<file path="config.mk">
export PLATFORM = sky130hd
export DESIGN_NAME = alu_operand_b_stage
export DESIGN_NICKNAME = d
export VERILOG_FILES = /design/src/rtl/alu_operand_b_stage.sv
export SDC_FILE = /design/constraint.sdc
export NUM_CORES = 1
export LEC_CHECK = 0
export ABC_AREA = 1
export BUFFER_PORTS_ARGS = -buffer_cell sky130_fd_sc_hd__buf_2
export CAP_MARGIN = 20
export CORE_MARGIN = 2
export CORE_UTILIZATION = 43
export CTS_BUF_LIST = sky130_fd_sc_hd__clkbuf_16
export DETAILED_ROUTE_END_ITERATION = 10
export PLACE_DENSITY = 0.82
export SYNTH_ARGS = -nofsm -noshare
export SYNTH_HDL_FRONTEND = slang
export SYNTH_SLANG_ARGS = --single-unit
</file>
<file path="constraint.sdc">
create_clock -name clk -period 1.63 [get_ports clk]
set_input_delay 0.163 -clock clk [delete_from_list [all_inputs] [get_ports clk]]
set_output_delay 0.163 -clock clk [all_outputs]
set_load 0.02 [all_outputs]
</file>
<file path="src/rtl/alu_operand_b_stage.sv">
// alu_operand_b_stage
//
// Registered ALU source-B operand selector. It picks one of NUM_SRC external
// operands or one of four generated operands, and presents the result behind
// a valid/ready handshake.
//
//   sel < NUM_SRC : src_flat[sel*WIDTH +: WIDTH]
//   NUM_SRC       : CONST_VAL
//   NUM_SRC+1     : sign-extended imm16
//   NUM_SRC+2     : sign-extended imm16 << 2
//   NUM_SRC+3     : zero-extended imm16
//   other         : invalid; stores 0 and sets the sticky err_sel flag
//
// Build option: define ALU_OPB_SKID_EN to add a one-entry skid register
// behind the output register. With the skid, in_ready is registered and has
// no path from out_ready. Without it, in_ready = !out_valid || out_ready.
//
// Ports:
//   clk        clock, rising edge
//   reset      asynchronous active-high reset
//   in_valid   upstream offers sel/src_flat/imm16
//   in_ready   stage accepts a transfer this cycle
//   sel        source select
//   src_flat   packed external sources, source k at [k*WIDTH +: WIDTH]
//   imm16      raw instruction immediate
//   out_valid  out_data/out_sel hold a valid operand
//   out_ready  ALU side consumes the operand
//   out_data   selected operand
//   out_sel    select that produced out_data
//   err_sel    sticky flag: an invalid select was accepted
//   err_clr    synchronous clear of err_sel (a new error wins)

module alu_operand_b_stage #(
    parameter int          WIDTH     = 32,
    parameter int          NUM_SRC   = 4,
    parameter int          SEL_W     = 3,
    parameter int unsigned CONST_VAL = 4
) (
    input  logic                     clk,
    input  logic                     reset,
    input  logic                     in_valid,
    output logic                     in_ready,
    input  logic [SEL_W-1:0]         sel,
    input  logic [NUM_SRC*WIDTH-1:0] src_flat,
    input  logic [15:0]              imm16,
    output logic                     out_valid,
    input  logic                     out_ready,
    output logic [WIDTH-1:0]         out_data,
    output logic [SEL_W-1:0]         out_sel,
    output logic                     err_sel,
    input  logic                     err_clr
);

    localparam logic [SEL_W-1:0] SEL_CONST = SEL_W'(NUM_SRC);
    localparam logic [SEL_W-1:0] SEL_SEXT  = SEL_W'(NUM_SRC + 1);
    localparam logic [SEL_W-1:0] SEL_SHFT  = SEL_W'(NUM_SRC + 2);
    localparam logic [SEL_W-1:0] SEL_ZEXT  = SEL_W'(NUM_SRC + 3);
    localparam logic [WIDTH-1:0] CONST_W   = WIDTH'(CONST_VAL);

    logic [WIDTH-1:0] sext_imm;
    logic [WIDTH-1:0] zext_imm;
    logic [WIDTH-1:0] dec_data;
    logic             dec_bad;
    logic             accept;
    logic             consume;

    logic             main_valid;
    logic [WIDTH-1:0] main_data;
    logic [SEL_W-1:0] main_sel;
    logic             err_q;

    assign sext_imm = {{(WIDTH-16){imm16[15]}}, imm16};
    assign zext_imm = {{(WIDTH-16){1'b0}}, imm16};

    always_comb begin
        dec_data = '0;
        dec_bad  = 1'b1;
        for (int k = 0; k < NUM_SRC; k++) begin
            if (sel == SEL_W'(k)) begin
                dec_data = src_flat[k*WIDTH +: WIDTH];
                dec_bad  = 1'b0;
            end
        end
        if (sel == SEL_CONST) begin
            dec_data = CONST_W;
            dec_bad  = 1'b0;
        end else if (sel == SEL_SEXT) begin
            dec_data = sext_imm;
            dec_bad  = 1'b0;
        end else if (sel == SEL_SHFT) begin
            dec_data = {sext_imm[WIDTH-3:0], 2'b00};
            dec_bad  = 1'b0;
        end else if (sel == SEL_ZEXT) begin
            dec_data = zext_imm;
            dec_bad  = 1'b0;
        end
    end

    assign accept  = in_valid && in_ready;
    assign consume = main_valid && out_ready;

`ifdef ALU_OPB_SKID_EN
    logic             skid_valid;
    logic [WIDTH-1:0] skid_data;
    logic [SEL_W-1:0] skid_sel;

    // skid_valid is a flop, so in_ready never depends on out_ready.
    assign in_ready = !skid_valid;

    always_ff @(posedge clk or posedge reset) begin
        if (reset) begin
            main_valid <= 1'b0;
            main_data  <= '0;
            main_sel   <= '0;
            skid_valid <= 1'b0;
            skid_data  <= '0;
            skid_sel   <= '0;
        end else if (consume) begin
            if (skid_valid) begin
                // in_ready is low here, so no new transfer competes for main.
                main_data  <= skid_data;
                main_sel   <= skid_sel;
                skid_valid <= 1'b0;
            end else if (accept) begin
                main_data  <= dec_data;
                main_sel   <= sel;
            end else begin
                main_valid <= 1'b0;
            end
        end else if (!main_valid) begin
            if (accept) begin
                main_valid <= 1'b1;
                main_data  <= dec_data;
                main_sel   <= sel;
            end
        end else if (accept) begin
            skid_valid <= 1'b1;
            skid_data  <= dec_data;
            skid_sel   <= sel;
        end
    end
`else
    assign in_ready = !main_valid || out_ready;

    always_ff @(posedge clk or posedge reset) begin
        if (reset) begin
            main_valid <= 1'b0;
            main_data  <= '0;
            main_sel   <= '0;
        end else if (accept) begin
            main_valid <= 1'b1;
            main_data  <= dec_data;
            main_sel   <= sel;
        end else if (consume) begin
            main_valid <= 1'b0;
        end
    end
`endif

    always_ff @(posedge clk or posedge reset) begin
        if (reset) begin
            err_q <= 1'b0;
        end else if (accept && dec_bad) begin
            err_q <= 1'b1;
        end else if (err_clr) begin
            err_q <= 1'b0;
        end
    end

    assign out_valid = main_valid;
    assign out_data  = main_data;
    assign out_sel   = main_sel;
    assign err_sel   = err_q;

endmodule

</file>
# Word-level counts from Yosys, hierarchy flattened
# Cells that the tools add are included.
# W data, S select, Z words.
# totals
regBits	37
latchBits	0
ram_bits	0
mem_bits_ro	0
input_bits	152
output_inout_bits	38
wordCells	39
mem_count	0
# op_classes
addsub	0
n_mul	0
div	0
magnitude_cmp	0
n_eq_ne	7
shift	0
muxes	20
bitwise	0
n_reduce_logical	8
# ops
cell	count
$mux W32	8
$eq A3 B3 Y1 const B	4
$mux W1	12
$eq A3 B2 Y1 const B	2
$reduce_bool A2 Y1	2
$eq A3 B1 Y1 const B	1
$logic_and A1 B1 Y1	3
$logic_not A3 Y1	1
$logic_not A1 Y1	1
$logic_or A1 B1 Y1	1

# Depth between registers and ports, before layout
# depth
depth_word	11
mapped_depth	11
depth_no_buf	10

# Least setup slack after synthesis
# OpenSTA, ideal clock, no wires.
# synth_timing
path_type	register to register
start	register main_valid (netlist: out_valid)
end	register main_data[18] (netlist: out_data[18])
setup_ns	0.066
t_arrival_ns	1.481
required_time_ns	1.564
slack_ns	0.083
stages_incl_launch_ff	11
path_buffers	1
path_cell_list	dfrtp_1 -> nand2_1 -> nand2_1 -> inv_2 -> nand2_2 -> nor2_4 -> nand2_2 -> buf_4 -> nor2_1 -> nand2_1 -> nand2_1
# synth_between
elab_chain_len	3
# synth_rtl
element	line	rtl
start, declared	67	logic main_valid;
start signal, assigned	147	main_valid <= 1'b0;
start signal, assigned	151	main_valid <= 1'b1;
start signal, assigned	155	main_valid <= 1'b0;
$logic_not A1 Y1	143	assign in_ready = !main_valid || out_ready;
$logic_or A1 B1 Y1	143	
named net in_ready	42	output logic in_ready,
$logic_and A1 B1 Y1	99	assign accept = in_valid && in_ready;
end signal, assigned	152	main_data <= dec_data;
end, declared	68	logic [WIDTH-1:0] main_data;
# The timed path passes the listed nets, and every way through them passes these cells.
# A chain may end at the register's enable or synchronous reset.

# Final worst setup path
# layout_timing
start	input sel[0]
end	register main_data[3] (netlist: out_data[3])
# layout_between
elab_chain_len	9
# layout_rtl
element	line	rtl
start, declared	43	input logic [SEL_W-1:0] sel,
$logic_not A3 Y1	79	if (sel == SEL_W'(k)) begin
$mux W32 (4 in a row)	79	
$mux W32	93	end else if (sel == SEL_ZEXT) begin
$mux W32	90	end else if (sel == SEL_SHFT) begin
$mux W32	87	end else if (sel == SEL_SEXT) begin
$mux W32 (*)	84	if (sel == SEL_CONST) begin
# Every way passes the cells marked *; elsewhere a longest branch is shown, timed or not.

==> summary.txt <==
Status
  – Status: complete, but fails checks
  – Violated checks: hold timing

Drt
  – WL/cell: 14.9 µm
  – Routed Antenna Nets: 0
  – DR iter-0 viols: 327
  – WL final: 10800 µm
  – Via count: 3850
  – DRC viols: 0
  – Vias per cell: 5.30
  – 1st-pass router iterations: 5

Clocking
  – TritonCTS Buffers: 5
  – H-tree depth reported by CTS: 2
  – CTS root buf: clkbuf_16
  – Insertion delay to the later sink of the worst-skew pair: 280 ps
  – CTS tree: yes
  – Clk sinks: 37
  – Clock tree buffer depth: 2
  – Post-CTS Setup Bufs: 0
  – CTS clk-pin slew, worst paths: 60 ps

Placement
  – Routability Congestion: 0.891
  – I/O Buffers: 189
  – Post-detail-place hpwl: 8150 µm
  – Area after DPL: 3900 µm²

Setup path
  – CP top delay family: simple AND/OR/NAND/NOR gates
  – Cell count of the worst reg-to-reg path: 9
  – R2R setup slack: 240 ps
  – Worst Path Arrival: 1710 ps
  – Startpoint Class: primary input
  – Crit path max-delay cell type: nor2_1
  – CP Max Fanout: 13
  – Crit. End Element: register
  – Cell mode on critical path: nand2_1
  – Critical Path, Cell by Cell: buf_2 -> nor2_1 -> nor2_1 -> o21ai_0 -> nand2_1 -> nand2_1 -> nand2_1
  – CP max stage delay: 660 ps
  – Critical R2R Capture: out_data[31]
  – Worst path bufs/invs: 1
  – Required time worst endpoint: 1850 ps
  – Worst reg2reg path startpoint: out_valid
  – Crit path kind: primary input to register

STA
  – Max frequency: 0.670 GHz
  – Minimum clock period: 1490 ps
  – Setup_tns: 0 ps
  – Final Hold Slack: -6.08 ps
  – Final Slew Violations: 0
  – Period utilization: 91.6%
  – Final Skew: 1.66 ps
  – Final Setup Violations: 0
  – Final hold vios: 11
  – Worst Tran Pin Value: 840 ps
  – Relative slew slack: 43.8%
  – RSZ-0062 raised after global routing: false

Floorplan
  – Row count: 29
  – Die ar.: 7340 µm²
  – Vert. Die Dim: 85.7 µm
  – Starting Density: 44.9%
  – Core area: 6390 µm²
  – Die X-Extent: 85.7 µm
  – Ports: 190

Yosys
  – Post-synthesis sequential area ratio: 32.3%
  – Yosys cell types: 25
  – EDFF count, synth: 0
  – Synthesis Warnings: 0
  – Cell Area, Synth: 2870 µm²
  – Mean Syn Cell Area: 6.19 µm²
  – Synth Instances: 464
  – Syn_nets: 616
  – Yosys reg bits: 37
  – Post-synth ARST share: 100%
  – Most common flop cell mapped by yosys: dfrtp_1

Cells and area
  – Share of post-route cells with drive strength above 1: 35.2%
  – Antenna Diode Count: 0
  – Area growth from synthesis to layout: 42.6%
  – Fin util: 64.1%
  – Final instance area: 4090 µm²
  – Post-layout nets: 801

Global routing
  – First-pass GRT wire length: 16700 µm
  – Remaining global-route overflow: 0
  – Vias in the first global route: 3552
  – Total Routing Usage GR: 28.7%
  – Initial antenna violation count: 0
  – Largest net degree at the start of global routing: 39

Power and ir drop
  – Total Power: 3.53 mW
  – Max IR drop VDD: 0.557 mV
  – Pwr Density: 861 nW/µm²
  – Pleak: 2.36 nW

Run
  – Max-cap violations: 0

Hold path
  – Class of the worst hold path: primary input to asynchronous set/reset pin
==> how the worst max path moves through the flow <==
stage	slack, ps	start	cells past startpoint	end
after floorplan	80	out_valid	10	out_data[18]
after global placement	90	sel[0]	7	out_data[13]
after detailed placement	-20	sel[0]	7	out_data[9]
after CTS	160	out_valid	9	out_data[19]
after global routing	60	out_valid	9	out_data[21]
final	140	sel[0]	7	out_data[3]
==> worst min-delay path, cell delays in order <==
cell,delay [ps]
buf_2,90
inv_1,40
buf_4,410
==> metal layers <==
layer | share of wire [%] | vias up | global-route usage, %
met5 | 0 | - | 0
met2 | 49 | 220 | 47.7
li1 | - | 1869 | -
met4 | 2.2 | 0 | 8.95
met1 | 40 | 1739 | 37.8
met3 | 9.2 | 22 | 5.68
==> cell families after synthesis <==
group,after synthesis,share of synthesized area (%)
compound gates,65,13.5
buf+inv,56,9.33
flops,37,32.3
simple gates,306,44.9
==> sequential cells by signal (all words and copies together), names as in the netlist <==
register   flops
err_sel        1
out_data      32
out_sel        3
out_valid      1
==> cells in the mapped netlist, types with 2 or more instances <==
cell type / n / area, µm²
nand2_1: 226 / 848
dfrtp_1: 37 / 926
nor2_1: 29 / 109
inv_1: 26 / 97.6
nand3_1: 20 / 100
o21ai_0: 17 / 85.1
o22ai_1: 16 / 100
a21oi_1: 15 / 75.1
o211ai_1: 15 / 113
nand4_1: 14 / 87.6
buf_2: 10 / 50.1
clkbuf_1: 7 / 26.3
buf_4: 4 / 30.0
buf_6: 4 / 45.0
nand2_2: 4 / 25.0
inv_2: 3 / 11.3
nor2_4: 3 / 33.8
nor3_1: 3 / 15.0
buf_1: 2 / 7.51
nand3_2: 2 / 20.0
nor2_2: 2 / 12.5
o21a_1: 2 / 15.0
==> per-stage QoR <==
stage	setup WS [ps]	std cells
floorplan	83.1	464
global placement	85.2	719
detailed placement	-22.5	719
CTS	165	727
global route	61.8	727
finish	136	727
==> layout by cell type, fill, tap and decap left out, types with 15 or more instances in the layout <==
| cell type | Yosys | layout |
|---|---|---|
| a21oi_1 | 15 | 15 |
| buf_2 | 10 | 189 |
| dfrtp_1 | 37 | 37 |
| inv_1 | 26 | 26 |
| nand2_1 | 226 | 226 |
| nand3_1 | 20 | 20 |
| nor2_1 | 29 | 29 |
| o211ai_1 | 15 | 15 |
| o21ai_0 | 17 | 17 |
| o22ai_1 | 16 | 16 |
==> final cells by class <==
class / count / area [µm²]
timing repair buffer: 205 / 1090
fill: 607 / 2290
tap: 77 / 96.3
sequential: 37 / 926
clock buffer: 5 / 125
inverter: 29 / 109
clock inverter: 3 / 65.1
multi-input combinational: 371 / 1680
==> timing repair <==
action,CTS,global route
resized for setup,0,1
endpoints found under the setup margin,0,2
hold buffers,0,0
==> where the power goes <==
part / switching [mW] / internal, mW / total (mW)
Sequential: 0.0808 / 1.06 / 1.15
Clock: 0.375 / 0.873 / 1.25
Combinational: 0.701 / 0.430 / 1.13
Total: 1.16 / 2.37 / 3.53
Note: power is estimated with default switching activity, not from simulation.
